===== config.mk =====
export PLATFORM = sky130hd
export DESIGN_NAME = chunked_adder_flat
export DESIGN_NICKNAME = d
export VERILOG_FILES = /design/src/rtl/chunked_adder_if.sv /design/src/rtl/chunked_adder.sv /design/src/flat_wrapper.sv
export SDC_FILE = /design/constraint.sdc
export NUM_CORES = 1
export LEC_CHECK = 0
export ABC_AREA = 1
export BUFFER_PORTS_ARGS = -buffer_cell sky130_fd_sc_hd__buf_4
export CORE_UTILIZATION = 54
export CTS_CLUSTER_SIZE = 40
export DETAILED_ROUTE_END_ITERATION = 8
export PLACE_DENSITY = 0.77
export SYNTH_ARGS = -nofsm -noshare
export SYNTH_HDL_FRONTEND = slang
export SYNTH_SLANG_ARGS = --single-unit

===== constraint.sdc =====
create_clock -name clk -period 3.05 [get_ports clk]
set_clock_uncertainty 0.05 [all_clocks]
set_input_delay 0.305 -clock clk [delete_from_list [all_inputs] [get_ports clk]]
set_output_delay 0.305 -clock clk [all_outputs]
set_load 0.02 [all_outputs]

===== src/rtl/chunked_adder_if.sv =====
// Operand/result handshake bundle for chunked_adder.
// The producer/consumer side uses master; the adder uses slave.
interface chunked_adder_if #(
  parameter int WIDTH = 16
);
  logic             in_valid;
  logic             in_ready;
  logic [WIDTH-1:0] x;
  logic [WIDTH-1:0] y;
  logic             cin;
  logic             sub;
  logic             out_valid;
  logic             out_ready;
  logic [WIDTH-1:0] s;
  logic             cout;
  logic             ovf;

  modport master (
    output in_valid, x, y, cin, sub, out_ready,
    input  in_ready, out_valid, s, cout, ovf
  );

  modport slave (
    input  in_valid, x, y, cin, sub, out_ready,
    output in_ready, out_valid, s, cout, ovf
  );
endinterface


===== src/rtl/chunked_adder.sv =====
// Multi-cycle adder/subtractor that processes CHUNK bits per clock.
// A registered carry links the chunks, and the result is held until the consumer accepts it.
module chunked_adder #(
  parameter int WIDTH = 16,
  parameter int CHUNK = 4
) (
  input  logic            clk,
  input  logic            rst_n,
  chunked_adder_if.slave  bus
);
  localparam int NCH = WIDTH / CHUNK;
  localparam int IW  = (NCH > 1) ? $clog2(NCH) : 1;

  typedef enum logic [1:0] {IDLE, RUN, DONE} state_e;

  state_e           state_q, state_d;
  logic [WIDTH-1:0] a_q, a_d, b_q, b_d, s_q, s_d;
  logic             carry_q, carry_d, cout_q, cout_d, ovf_q, ovf_d;
  logic [IW-1:0]    idx_q, idx_d;
  logic [CHUNK:0]   sum;
  logic             last, c_msb_in, accept;

  assign sum = {1'b0, a_q[32'(idx_q)*CHUNK +: CHUNK]}
             + {1'b0, b_q[32'(idx_q)*CHUNK +: CHUNK]}
             + {{CHUNK{1'b0}}, carry_q};
  assign last = (idx_q == IW'(NCH - 1));
  // The MSB result bit equals a^b^carry_in, so the carry into the MSB can be recovered from it.
  assign c_msb_in = a_q[WIDTH-1] ^ b_q[WIDTH-1] ^ sum[CHUNK-1];

  assign bus.in_ready  = (state_q == IDLE) && rst_n;
  assign bus.out_valid = (state_q == DONE);
  assign bus.s         = s_q;
  assign bus.cout      = cout_q;
  assign bus.ovf       = ovf_q;
  assign accept        = bus.in_ready && bus.in_valid;

  always_comb begin
    state_d = state_q;
    a_d     = a_q;
    b_d     = b_q;
    s_d     = s_q;
    carry_d = carry_q;
    cout_d  = cout_q;
    ovf_d   = ovf_q;
    idx_d   = idx_q;
    case (state_q)
      IDLE: begin
        if (accept) begin
          a_d     = bus.x;
          b_d     = bus.sub ? ~bus.y : bus.y;
          carry_d = bus.cin ^ bus.sub;
          idx_d   = '0;
          state_d = RUN;
        end
      end
      RUN: begin
        s_d[32'(idx_q)*CHUNK +: CHUNK] = sum[CHUNK-1:0];
        carry_d = sum[CHUNK];
        idx_d   = idx_q + 1'b1;
        if (last) begin
          cout_d  = sum[CHUNK];
          ovf_d   = c_msb_in ^ sum[CHUNK];
          state_d = DONE;
        end
      end
      DONE: begin
        if (bus.out_ready) state_d = IDLE;
      end
      default: state_d = IDLE;
    endcase
  end

  always_ff @(posedge clk) begin
    if (!rst_n) begin
      state_q <= IDLE;
      a_q     <= '0;
      b_q     <= '0;
      s_q     <= '0;
      carry_q <= 1'b0;
      cout_q  <= 1'b0;
      ovf_q   <= 1'b0;
      idx_q   <= '0;
    end else begin
      state_q <= state_d;
      a_q     <= a_d;
      b_q     <= b_d;
      s_q     <= s_d;
      carry_q <= carry_d;
      cout_q  <= cout_d;
      ovf_q   <= ovf_d;
      idx_q   <= idx_d;
    end
  end
endmodule

===== src/flat_wrapper.sv =====
// flat-port wrapper written by rule: the top's interface ports become plain ports
module chunked_adder_flat 
#(
  parameter int WIDTH = 16,
  parameter int CHUNK = 4
)
  (clk, rst_n, bus_in_valid, bus_x, bus_y, bus_cin, bus_sub, bus_out_ready, bus_in_ready, bus_out_valid, bus_s, bus_cout, bus_ovf);
  chunked_adder_if #(.WIDTH(WIDTH)) bus_i ();
  input  logic clk;
  input  logic rst_n;
  input wire logic [$bits(bus_i.in_valid)-1:0] bus_in_valid;
  input wire logic [$bits(bus_i.x)-1:0] bus_x;
  input wire logic [$bits(bus_i.y)-1:0] bus_y;
  input wire logic [$bits(bus_i.cin)-1:0] bus_cin;
  input wire logic [$bits(bus_i.sub)-1:0] bus_sub;
  input wire logic [$bits(bus_i.out_ready)-1:0] bus_out_ready;
  output wire logic [$bits(bus_i.in_ready)-1:0] bus_in_ready;
  output wire logic [$bits(bus_i.out_valid)-1:0] bus_out_valid;
  output wire logic [$bits(bus_i.s)-1:0] bus_s;
  output wire logic [$bits(bus_i.cout)-1:0] bus_cout;
  output wire logic [$bits(bus_i.ovf)-1:0] bus_ovf;
  assign bus_i.in_valid = bus_in_valid;
  assign bus_i.x = bus_x;
  assign bus_i.y = bus_y;
  assign bus_i.cin = bus_cin;
  assign bus_i.sub = bus_sub;
  assign bus_i.out_ready = bus_out_ready;
  assign bus_in_ready = bus_i.in_ready;
  assign bus_out_valid = bus_i.out_valid;
  assign bus_s = bus_i.s;
  assign bus_cout = bus_i.cout;
  assign bus_ovf = bus_i.ovf;
  chunked_adder #(.WIDTH(WIDTH), .CHUNK(CHUNK)) u_core (.clk(clk), .rst_n(rst_n), .bus(bus_i));
endmodule

==> results.sh, run 1 <==
export IMPL_crit_path_to="u_core.bus.ovf"
export IMPL_yosysMostFrequentCell="sky130_fd_sc_hd__nand2_1"
export IMPL_worst_path_max_fanout=19
export IMPL_ys_top_cells_by_area="sky130_fd_sc_hd__dfxtp_1 (40%), sky130_fd_sc_hd__nand2_1 (14%), sky130_fd_sc_hd__a21oi_1 (7.1%)"
export IMPL_worst_ir_drop_vdd_mv=0.304
export IMPL_place_congestion=0.851
export IMPL_setup_worst_path_class="register to register"
export IMPL_reg2reg_slack_ps=580
export IMPL_critPathSlowestCell="sky130_fd_sc_hd__fa_1"
export IMPL_synth_cell_type_count=28
export IMPL_critical_path_reg2reg_endpoint="u_core.bus.ovf"
export IMPL_synth_warn=0
export IMPL_synth_largest_area_cell="sky130_fd_sc_hd__dfxtp_1"
export IMPL_detail_route_wirelength_um=5890
export IMPL_largest_net_degree_at_the_start_of_global_routing=49
export IMPL_ioPinCount=58
export IMPL_dieArea_sq_um=5380
export IMPL_drt_drc_violations_left=0
export IMPL_initial_utilization_pct=57.1
export IMPL_ys_seq_elements=55
export IMPL_syn_avg_cell_area_sq_um=7.56
export IMPL_crit_reg2reg_launch="u_core.idx_q[0]"
export IMPL_pre_repair_dr_iteration_count=4
export IMPL_timing_critical_path_max_delay_family="adder cells"
export IMPL_fin_crit_sh_pct=81.0
export IMPL_placed_cells_incl_taps=475
export IMPL_avgRoutedWirePerCell_um=12.2
export IMPL_clk_transition_reported_paths_ps=100
export IMPL_cp_depth=13
export IMPL_first_global_vias=2174
export IMPL_leakagePower_nw=1.41
export IMPL_clkSinkCount=55
export IMPL_ant_cells=0
export IMPL_synth_main_ff_cell="sky130_fd_sc_hd__dfxtp_1"
export IMPL_number_of_enable_type_register_cells_in_the_synthesized_netlist=0
export IMPL_layout_area_overhead_vs_synth_pct=20.8
export IMPL_grt_use_total_pct=24.3
export IMPL_setup_total_negative_slack_ps=0
export IMPL_async_reset_ff_share_pct=0
export IMPL_drv_cap=0
export IMPL_post_cts_resized=0
export IMPL_tritoncts="done"
export IMPL_worst_endpoint_required_ps=3220
export IMPL_cp_arrival_ps=2640
export IMPL_crit_path_max_incr_delay_ps=440
export IMPL_worst_setup_path_end_kind="register"
export IMPL_final_max_slew_violation_count=0
export IMPL_synthTopCellsByCount="sky130_fd_sc_hd__nand2_1 (101), sky130_fd_sc_hd__dfxtp_1 (55), sky130_fd_sc_hd__a21oi_1 (39), sky130_fd_sc_hd__nor2_1 (25), sky130_fd_sc_hd__o21ai_0 (21)"
export IMPL_antenna_left=0
export IMPL_worst_slew_pin_transition_ps=658
export IMPL_critical_path_n_buffers_inverters=2
export IMPL_instances_no_fill=483
export IMPL_detailedRoute_firstIterationViolations=128
export IMPL_first_pass_grt_wire_length_um=10100
export IMPL_total_overflow_reported_by_the_global_router=0
export IMPL_cts_buffers_inserted=5
export IMPL_vias_per_cell=5.07
export IMPL_clk_path_buf_depth=2
export IMPL_worstSetupStartpointType="register"
export IMPL_layout_drive_gt1_share_pct=23.8
export IMPL_crit_start="u_core.idx_q[0]"
export IMPL_power_density_cell_area_nw_per_um2=467
export IMPL_die_y_um=73.4
export IMPL_cts_max_level=2
export IMPL_fin_crit_ps=2470
export IMPL_die_w_um=73.4
export IMPL_syn_inst=364
export IMPL_clock_fmax_ghz=0.405
export IMPL_final_hold_violation_count=0
export IMPL_vias=2450
export IMPL_worst_skew_pair_late_latency_ps=310
export IMPL_cts_repair_timing_setup_buffer_count=0
export IMPL_relSlewSlack_pct=56.0
export IMPL_timing_final_setup_violations=0
export IMPL_place_hpwl_um=4370
export IMPL_postSynthNetCount=413
export IMPL_run_status="finished, final reports clean"
export IMPL_coreArea_sq_um=4820
export IMPL_library_cell_used_as_clock_root_buffer="sky130_fd_sc_hd__clkbuf_8"
export IMPL_synth_cell_area_sq_um=2750
export IMPL_synth_seq_area_share_pct=40.0
export IMPL_initial_antenna_violation_count=0
export IMPL_worstHoldPathType="primary input to register"
export IMPL_timing_critical_path_cells="buf_4 > o21ai_0 > o22ai_1 > fa_1 > fa_1 > nand3_1 > nand2_1 > nand2_1 > nand2_1 > nand2_1 > nand3_1 > nand2_1 > inv_1"
export IMPL_synth_top_area_share_pct=40.0
export IMPL_rsz0062_at_grt="no"
export IMPL_port_buffers=57
export IMPL_reg2reg_depth=13
export IMPL_finalNetCount=464
export IMPL_placementRows=25
export IMPL_hold_buffers=0
export IMPL_critPathMostFrequentCell="sky130_fd_sc_hd__nand2_1"
[flip-flops by register name, indices dropped and copies added, names as in the netlist]
signal,count
u_core.a_q,16
u_core.b_q,16
u_core.bus.cout,1
u_core.bus.ovf,1
u_core.bus.s,16
u_core.carry_q,1
u_core.idx_q,2
u_core.state_q,2
[cell type report]
| cell class | instances | area, sq um |
|---|---|---|
| fill | 439 | 1490 |
| multi-input combinational | 271 | 1480 |
| sequential | 55 | 1100 |
| timing repair buffer | 62 | 465 |
| tap | 67 | 83.8 |
| clock buffer | 6 | 82.6 |
| inverter | 20 | 76.3 |
| clock inverter | 2 | 35.0 |
[worst reg2reg max path, cell delays in order (launching register included)]
cell and delay (ps):
sky130_fd_sc_hd__dfxtp_1 330, sky130_fd_sc_hd__buf_4 190, sky130_fd_sc_hd__o21ai_0 180, sky130_fd_sc_hd__o22ai_1 120, sky130_fd_sc_hd__fa_1 440, sky130_fd_sc_hd__fa_1 430, sky130_fd_sc_hd__nand3_1 180, sky130_fd_sc_hd__nand2_1 120
sky130_fd_sc_hd__nand2_1 90, sky130_fd_sc_hd__nand2_1 50, sky130_fd_sc_hd__nand2_1 60, sky130_fd_sc_hd__nand3_1 60, sky130_fd_sc_hd__nand2_1 60, sky130_fd_sc_hd__inv_1 30
[layer usage]
layer	share of wire [%]	track usage, %	vias to the layer above
met1	49	33.4	1102
met2	46	38.8	59
met3	4.2	4.53	5
li1	-	-	1284
met4	0.78	7.05	0
met5	0	0	-
[cell usage in the layout (no fill, tap or decap), drive strengths merged, types with 8 or more instances in the layout]
master  instances
o21ai          21
ha              9
xor2           18
dfxtp          55
nor2           28
o22ai           8
a21oi          49
nand3          13
nand2         113
buf            62
inv            18
[logic make-up after synthesis]
group,synth area share [%]
and+or+nand+nor,25.0
adders and majority gates,5.55
buffers and inverters,6.19
xor gates and xnor gates,5.73
DFF,40.0
AOI/OAI and AO/OA,17.5
[report_power, final]
part / internal [mW] / switching (mW)
logic: 0.118 / 0.176
registers: 0.746 / 0.0190
clock network: 0.266 / 0.226
[how the worst min path moves through the flow]
stage	depth (start not counted)	to	slack (ps)	start
6_report	3	u_core.a_q[13]	190	bus_x[13]
5_1_grt	3	u_core.a_q[12]	190	bus_x[12]
4_1_cts	3	u_core.a_q[13]	190	bus_x[13]
3_5_place_dp	2	u_core.a_q[7]	410	u_core.a_q[7]
3_3_place_gp	2	u_core.bus.s[1]	400	u_core.bus.s[1]
2_1_floorplan	2	u_core.carry_q	350	rst_n
[stage by stage]
stage	area, sq um	utilization [%]	hold WS, ps	power [mW]	setup slack, ps
detailed placement	3210	66.5	409	1.07	612
floorplan	2750	-	353	0.980	576
global route	3320	69.0	191	1.63	361
finish	3320	69.0	194	1.55	580
CTS	3320	69.0	193	1.56	574
global placement	3210	66.5	403	1.07	700
No activity file was read; power rests on OpenSTA's default activity.
==> inputs of run 2 (changes only) <==
- clock period: 3.05 -> 2.4 ns (I/O delays scaled with it)
==> results.sh, run 2 (same netlist as run 1, synthesis figures left out) <==
export IMPL_timing_final_setup_violations=0
export IMPL_largest_net_degree_at_the_start_of_global_routing=49
export IMPL_fin_crit_sh_pct=97.8
export IMPL_layout_area_overhead_vs_synth_pct=25.5
export IMPL_cp_arrival_ps=2560
export IMPL_relSlewSlack_pct=63.1
export IMPL_drt_drc_violations_left=0
export IMPL_final_hold_violation_count=0
export IMPL_critPathMostFrequentCell="sky130_fd_sc_hd__nand2_1"
export IMPL_rsz0062_at_grt="yes"
export IMPL_final_cell_mix="sky130_fd_sc_hd__nand2_1 (100), sky130_fd_sc_hd__buf_4 (73), sky130_fd_sc_hd__dfxtp_1 (54)"
export IMPL_dieArea_sq_um=5380
export IMPL_avgRoutedWirePerCell_um=13.1
export IMPL_drv_cap=0
export IMPL_place_hpwl_um=4600
export IMPL_clk_path_buf_depth=2
export IMPL_library_cell_used_as_clock_root_buffer="sky130_fd_sc_hd__clkbuf_8"
export IMPL_coreArea_sq_um=4820
export IMPL_ant_cells=0
export IMPL_die_w_um=73.4
export IMPL_cts_buffers_inserted=5
export IMPL_leakagePower_nw=1.46
export IMPL_worst_path_max_fanout=8
export IMPL_detailedRoute_firstIterationViolations=128
export IMPL_timing_critical_path_cells="clkinvlp_4 > nor2_1 > o22ai_2 > fa_2 > fa_2 > nand3_2 > buf_4 > nand3_1 > nand2_1 > nand2_1 > nand3_1 > nand2_1 > inv_1"
export IMPL_pre_repair_dr_iteration_count=4
export IMPL_tritoncts="done"
export IMPL_antenna_left=0
export IMPL_placementRows=25
export IMPL_worst_setup_path_end_kind="register"
export IMPL_ioPinCount=58
export IMPL_vias_per_cell=5.26
export IMPL_die_y_um=73.4
export IMPL_worst_slew_pin_transition_ps=553
export IMPL_clk_transition_reported_paths_ps=100
export IMPL_run_status="finished, final reports clean"
export IMPL_vias=2603
export IMPL_initial_utilization_pct=57.1
export IMPL_clkSinkCount=55
export IMPL_worstSetupStartpointType="register"
export IMPL_critPathSlowestCell="sky130_fd_sc_hd__dfxtp_4"
export IMPL_worst_skew_pair_late_latency_ps=310
export IMPL_placedInstanceArea_sq_um=3250
export IMPL_detail_route_wirelength_um=6480
export IMPL_worstHoldPathType="primary input to register"
export IMPL_cts_max_level=2
export IMPL_final_worst_hold_slack_ps=123
export IMPL_place_congestion=0.833
export IMPL_power_density_cell_area_nw_per_um2=551
export IMPL_final_max_slew_violation_count=0
export IMPL_worst_ir_drop_vdd_mv=0.312
export IMPL_total_overflow_reported_by_the_global_router=0
export IMPL_port_buffers=57
export IMPL_layout_drive_gt1_share_pct=29.7
export IMPL_worst_endpoint_required_ps=2610
export IMPL_fin_crit_ps=2350
export IMPL_hold_buffers=0
export IMPL_crit_path_max_incr_delay_ps=400
export IMPL_post_route_cell_area_sq_um=3450
export IMPL_layout_cells_most_common="sky130_fd_sc_hd__nand2_1"
export IMPL_grt_use_total_pct=24.6
export IMPL_initial_antenna_violation_count=0
export IMPL_first_global_vias=2292
export IMPL_finalNetCount=476
export IMPL_clock_fmax_ghz=0.426
export IMPL_setup_worst_path_class="register to register"
export IMPL_first_pass_grt_wire_length_um=10200
[run 2: cell type report]
class | count | area (sq um)
Clock buffer | 5 | 68.8
Tap cell | 67 | 83.8
Multi-Input combinational cell | 271 | 1540
Inverter | 20 | 80.1
Fill cell | 415 | 1370
Clock inverter | 3 | 15.0
Sequential cell | 55 | 1100
Timing Repair Buffer | 74 | 559
[run 2: stage by stage]
step | total power [mW] | cells | util, % | setup WS [ps] | setup TNS, ps
2_1_floorplan | 1.25 | 364 | - | 14.1 | 0
3_3_place_gp | 1.37 | 481 | 67.5 | 53.5 | 0
3_5_place_dp | 1.38 | 481 | 67.5 | -77.4 | -184
4_1_cts | 1.87 | 491 | 69.7 | 20.3 | 0
5_1_grt | 1.99 | 495 | 71.6 | -59.7 | -135
6_report | 1.90 | 495 | 71.6 | 52.5 | 0
[run 2: what timing repair did]
item                                    CTS  global route
pin swaps                                 0             3
resized for setup                         4            17
endpoints found under the setup margin    7            12
cloned                                    0             0
hold endpoints to repair                  0             0
setup buffers                             2             4
[run 2: critical path: cells and delay by family (launching register included)]
| kind | cells | cell delay [ps] |
|---|---|---|
| AND/OR/NAND/NOR | 7 | 620 |
| buffers and inverters | 3 | 330 |
| flip-flops | 1 | 400 |
| AO/OA/AOI/OAI | 1 | 120 |
| adder cells (fa/ha/maj) | 2 | 780 |
[run 2: worst paths after layout]
path              slack, ps  cells past startpoint             start          endpoint
setup / recovery         50                     13   u_core.idx_q[0]    u_core.bus.ovf
hold reg to reg         420                      2  u_core.bus.s[11]  u_core.bus.s[11]
hold / removal          120                      3          bus_x[9]     u_core.a_q[9]
setup reg to reg         50                     13   u_core.idx_q[0]    u_core.bus.ovf
[run 2: power by group]
part           leakage [nW]  switching [mW]  total [mW]  internal [mW]
Clock                0.0477           0.296       0.497          0.201
Sequential            0.448          0.0265       0.975          0.948
Combinational         0.966           0.248       0.431          0.183
Total                  1.46           0.570        1.90           1.33
[run 2: layer usage]
metal  up-vias  part of all wire (%)  GRT usage [%]
met2        90                    48           40.4
met4         0                   1.9           8.33
li1       1305                     -              -
met3        13                   6.4           4.94
met1      1195                    43           32.3
met5         -                     0              0
==> inputs of run 3 (changes only) <==
- SETUP_SLACK_MARGIN: not set -> 0.5
==> results.sh, run 3 (same netlist as run 1, synthesis figures left out) <==
export IMPL_run_status="finished, final reports clean"
export IMPL_grt_use_total_pct=25.5
export IMPL_port_buffers=57
export IMPL_fin_crit_sh_pct=98.0
export IMPL_clock_fmax_ghz=0.425
export IMPL_worst_setup_path_end_kind="register"
export IMPL_first_pass_grt_wire_length_um=10600
export IMPL_worst_skew_pair_late_latency_ps=310
export IMPL_finalNetCount=482
export IMPL_vias=2618
export IMPL_placedInstanceArea_sq_um=3270
export IMPL_post_route_cell_area_sq_um=3600
export IMPL_critPathMostFrequentCell="sky130_fd_sc_hd__fa_2"
export IMPL_combPwrFrac_pct=23.9
export IMPL_power_share_switching_pct=29.9
export IMPL_cp_arrival_ps=2550
export IMPL_place_hpwl_um=4480
export IMPL_final_hold_violation_count=0
export IMPL_portion_of_total_power_attributed_to_the_clock_network_pct=28.7
export IMPL_vias_per_cell=5.23
export IMPL_seq_power_share_pct=47.4
export IMPL_final_worst_hold_slack_ps=116
export IMPL_layout_cells_most_common="sky130_fd_sc_hd__nand2_1"
export IMPL_intPower_mw=1.44
export IMPL_drv_cap=0
export IMPL_avgRoutedWirePerCell_um=13.4
export IMPL_initial_utilization_pct=57.1
export IMPL_final_setup_worst_slack_ps=49.0
export IMPL_layout_drive_gt1_share_pct=34.3
export IMPL_die_w_um=73.4
export IMPL_ant_cells=0
export IMPL_clkSinkCount=55
export IMPL_rsz0062_at_grt="yes"
export IMPL_layout_area_overhead_vs_synth_pct=30.8
export IMPL_clk_transition_reported_paths_ps=100
export IMPL_final_fill_count=401
export IMPL_pre_repair_dr_iteration_count=4
export IMPL_leakagePower_nw=1.52
export IMPL_drt_drc_violations_left=0
export IMPL_worst_endpoint_required_ps=2600
export IMPL_detail_route_wirelength_um=6710
export IMPL_coreArea_sq_um=4820
export IMPL_setup_worst_path_class="register to register"
export IMPL_placementRows=25
export IMPL_tritoncts="done"
export IMPL_final_cell_mix="sky130_fd_sc_hd__nand2_1 (95), sky130_fd_sc_hd__buf_4 (78), sky130_fd_sc_hd__dfxtp_1 (53)"
export IMPL_detailedRoute_firstIterationViolations=187
export IMPL_first_global_vias=2293
export IMPL_final_max_slew_violation_count=0
export IMPL_cts_max_level=2
export IMPL_worst_path_max_fanout=7
export IMPL_fin_crit_ps=2350
export IMPL_worst_ir_drop_vdd_mv=0.358
export IMPL_ioPinCount=58
export IMPL_worstHoldPathType="primary input to register"
export IMPL_place_congestion=0.820
export IMPL_dieArea_sq_um=5380
export IMPL_die_y_um=73.4
export IMPL_largest_net_degree_at_the_start_of_global_routing=49
export IMPL_total_overflow_reported_by_the_global_router=0
export IMPL_initial_antenna_violation_count=0
export IMPL_worstSetupStartpointType="register"
export IMPL_detailedPlace_worstSlack_ps=104
export IMPL_placed_cells_incl_taps=478
export IMPL_timing_final_setup_violations=0
export IMPL_timing_critical_path_cells="clkinvlp_4 > o21ai_2 > o22ai_2 > fa_2 > fa_2 > xor2_2 > nand2_1 > nor2_2 > a22oi_1 > nor2_1"
export IMPL_antenna_left=0
export IMPL_crit_path_max_incr_delay_ps=400
export IMPL_library_cell_used_as_clock_root_buffer="sky130_fd_sc_hd__clkbuf_8"
export IMPL_critPathSlowestCell="sky130_fd_sc_hd__fa_2"
export IMPL_relSlewSlack_pct=63.0
export IMPL_worst_slew_pin_transition_ps=555
export IMPL_total_switching_power_mw=0.614
export IMPL_finish_utilization_pct=74.7
export IMPL_power_density_cell_area_nw_per_um2=571
export IMPL_instances_no_fill=501
export IMPL_cts_buffers_inserted=5
export IMPL_clk_path_buf_depth=2
[run 3: cell types whose count changed in the layout (fill, tap and decap cells not counted), sizes merged]
cell,previous run,this run
clkbuf,5,6
buf,74,80
clkinv,5,1
inv,17,18
clkinvlp,1,3
[run 3: path summary, 6_finish.rpt]
| check | from | depth (start not counted) | to | slack (ps) |
|---|---|---|---|---|
| max | u_core.idx_q[0] | 10 | u_core.bus.s[14] | 50 |
| min | bus_x[10] | 3 | u_core.a_q[10] | 120 |
| max reg2reg | u_core.idx_q[0] | 10 | u_core.bus.s[14] | 50 |
| min reg2reg | u_core.bus.s[0] | 2 | u_core.bus.s[0] | 420 |
[run 3: power by group through the flow]
stage | registers (mW) | logic, mW | clock network, mW
finish | 0.974 | 0.491 | 0.589
global route | 0.978 | 0.539 | 0.631
detailed placement | 0.995 | 0.390 | 0
CTS | 0.972 | 0.440 | 0.595
floorplan | 0.991 | 0.271 | 0
global placement | 0.995 | 0.377 | 0
[run 3: area by class of cell]
| type | count | area, sq um | share of cell area (%) |
|---|---|---|---|
| Clock buffer | 6 | 93.8 | 2.61 |
| Timing Repair Buffer | 80 | 608 | 16.9 |
| Clock inverter | 2 | 17.5 | 0.487 |
| Inverter | 20 | 88.8 | 2.47 |
| Multi-Input combinational cell | 271 | 1600 | 44.4 |
| Sequential cell | 55 | 1110 | 30.8 |
| Tap cell | 67 | 83.8 | 2.33 |
[run 3: metal layers]
metal / wire [um] / global-route usage [%] / vias up
li1: - / - / 1317
met5: 0 / 0 / -
met3: 305 / 3.84 / 11
met2: 3290 / 40.6 / 82
met1: 3000 / 34.6 / 1208
met4: 116 / 10.0 / 0
[run 3: metrics by stage]
stage	setup TNS, ps	power (mW)
after CTS	0	2.01
after global routing	-109	2.15
after floorplan	0	1.26
after global placement	0	1.37
after detailed placement	0	1.38
final	0	2.05
[run 3: timing repair]
item,CTS,global route
endpoints found under the setup margin,18,23
pin swaps,4,11
hold buffers,0,0
gates resized for setup,12,20
setup buffers,8,7
[run 3: worst max-delay path, delay by kind of cell (launching register included)]
kind	cells	cell delay, ps
flops	1	390
fa+ha+maj	2	780
xor+xnor	1	240
simple gates	3	320
buf+inv	1	160
compound gates	3	340
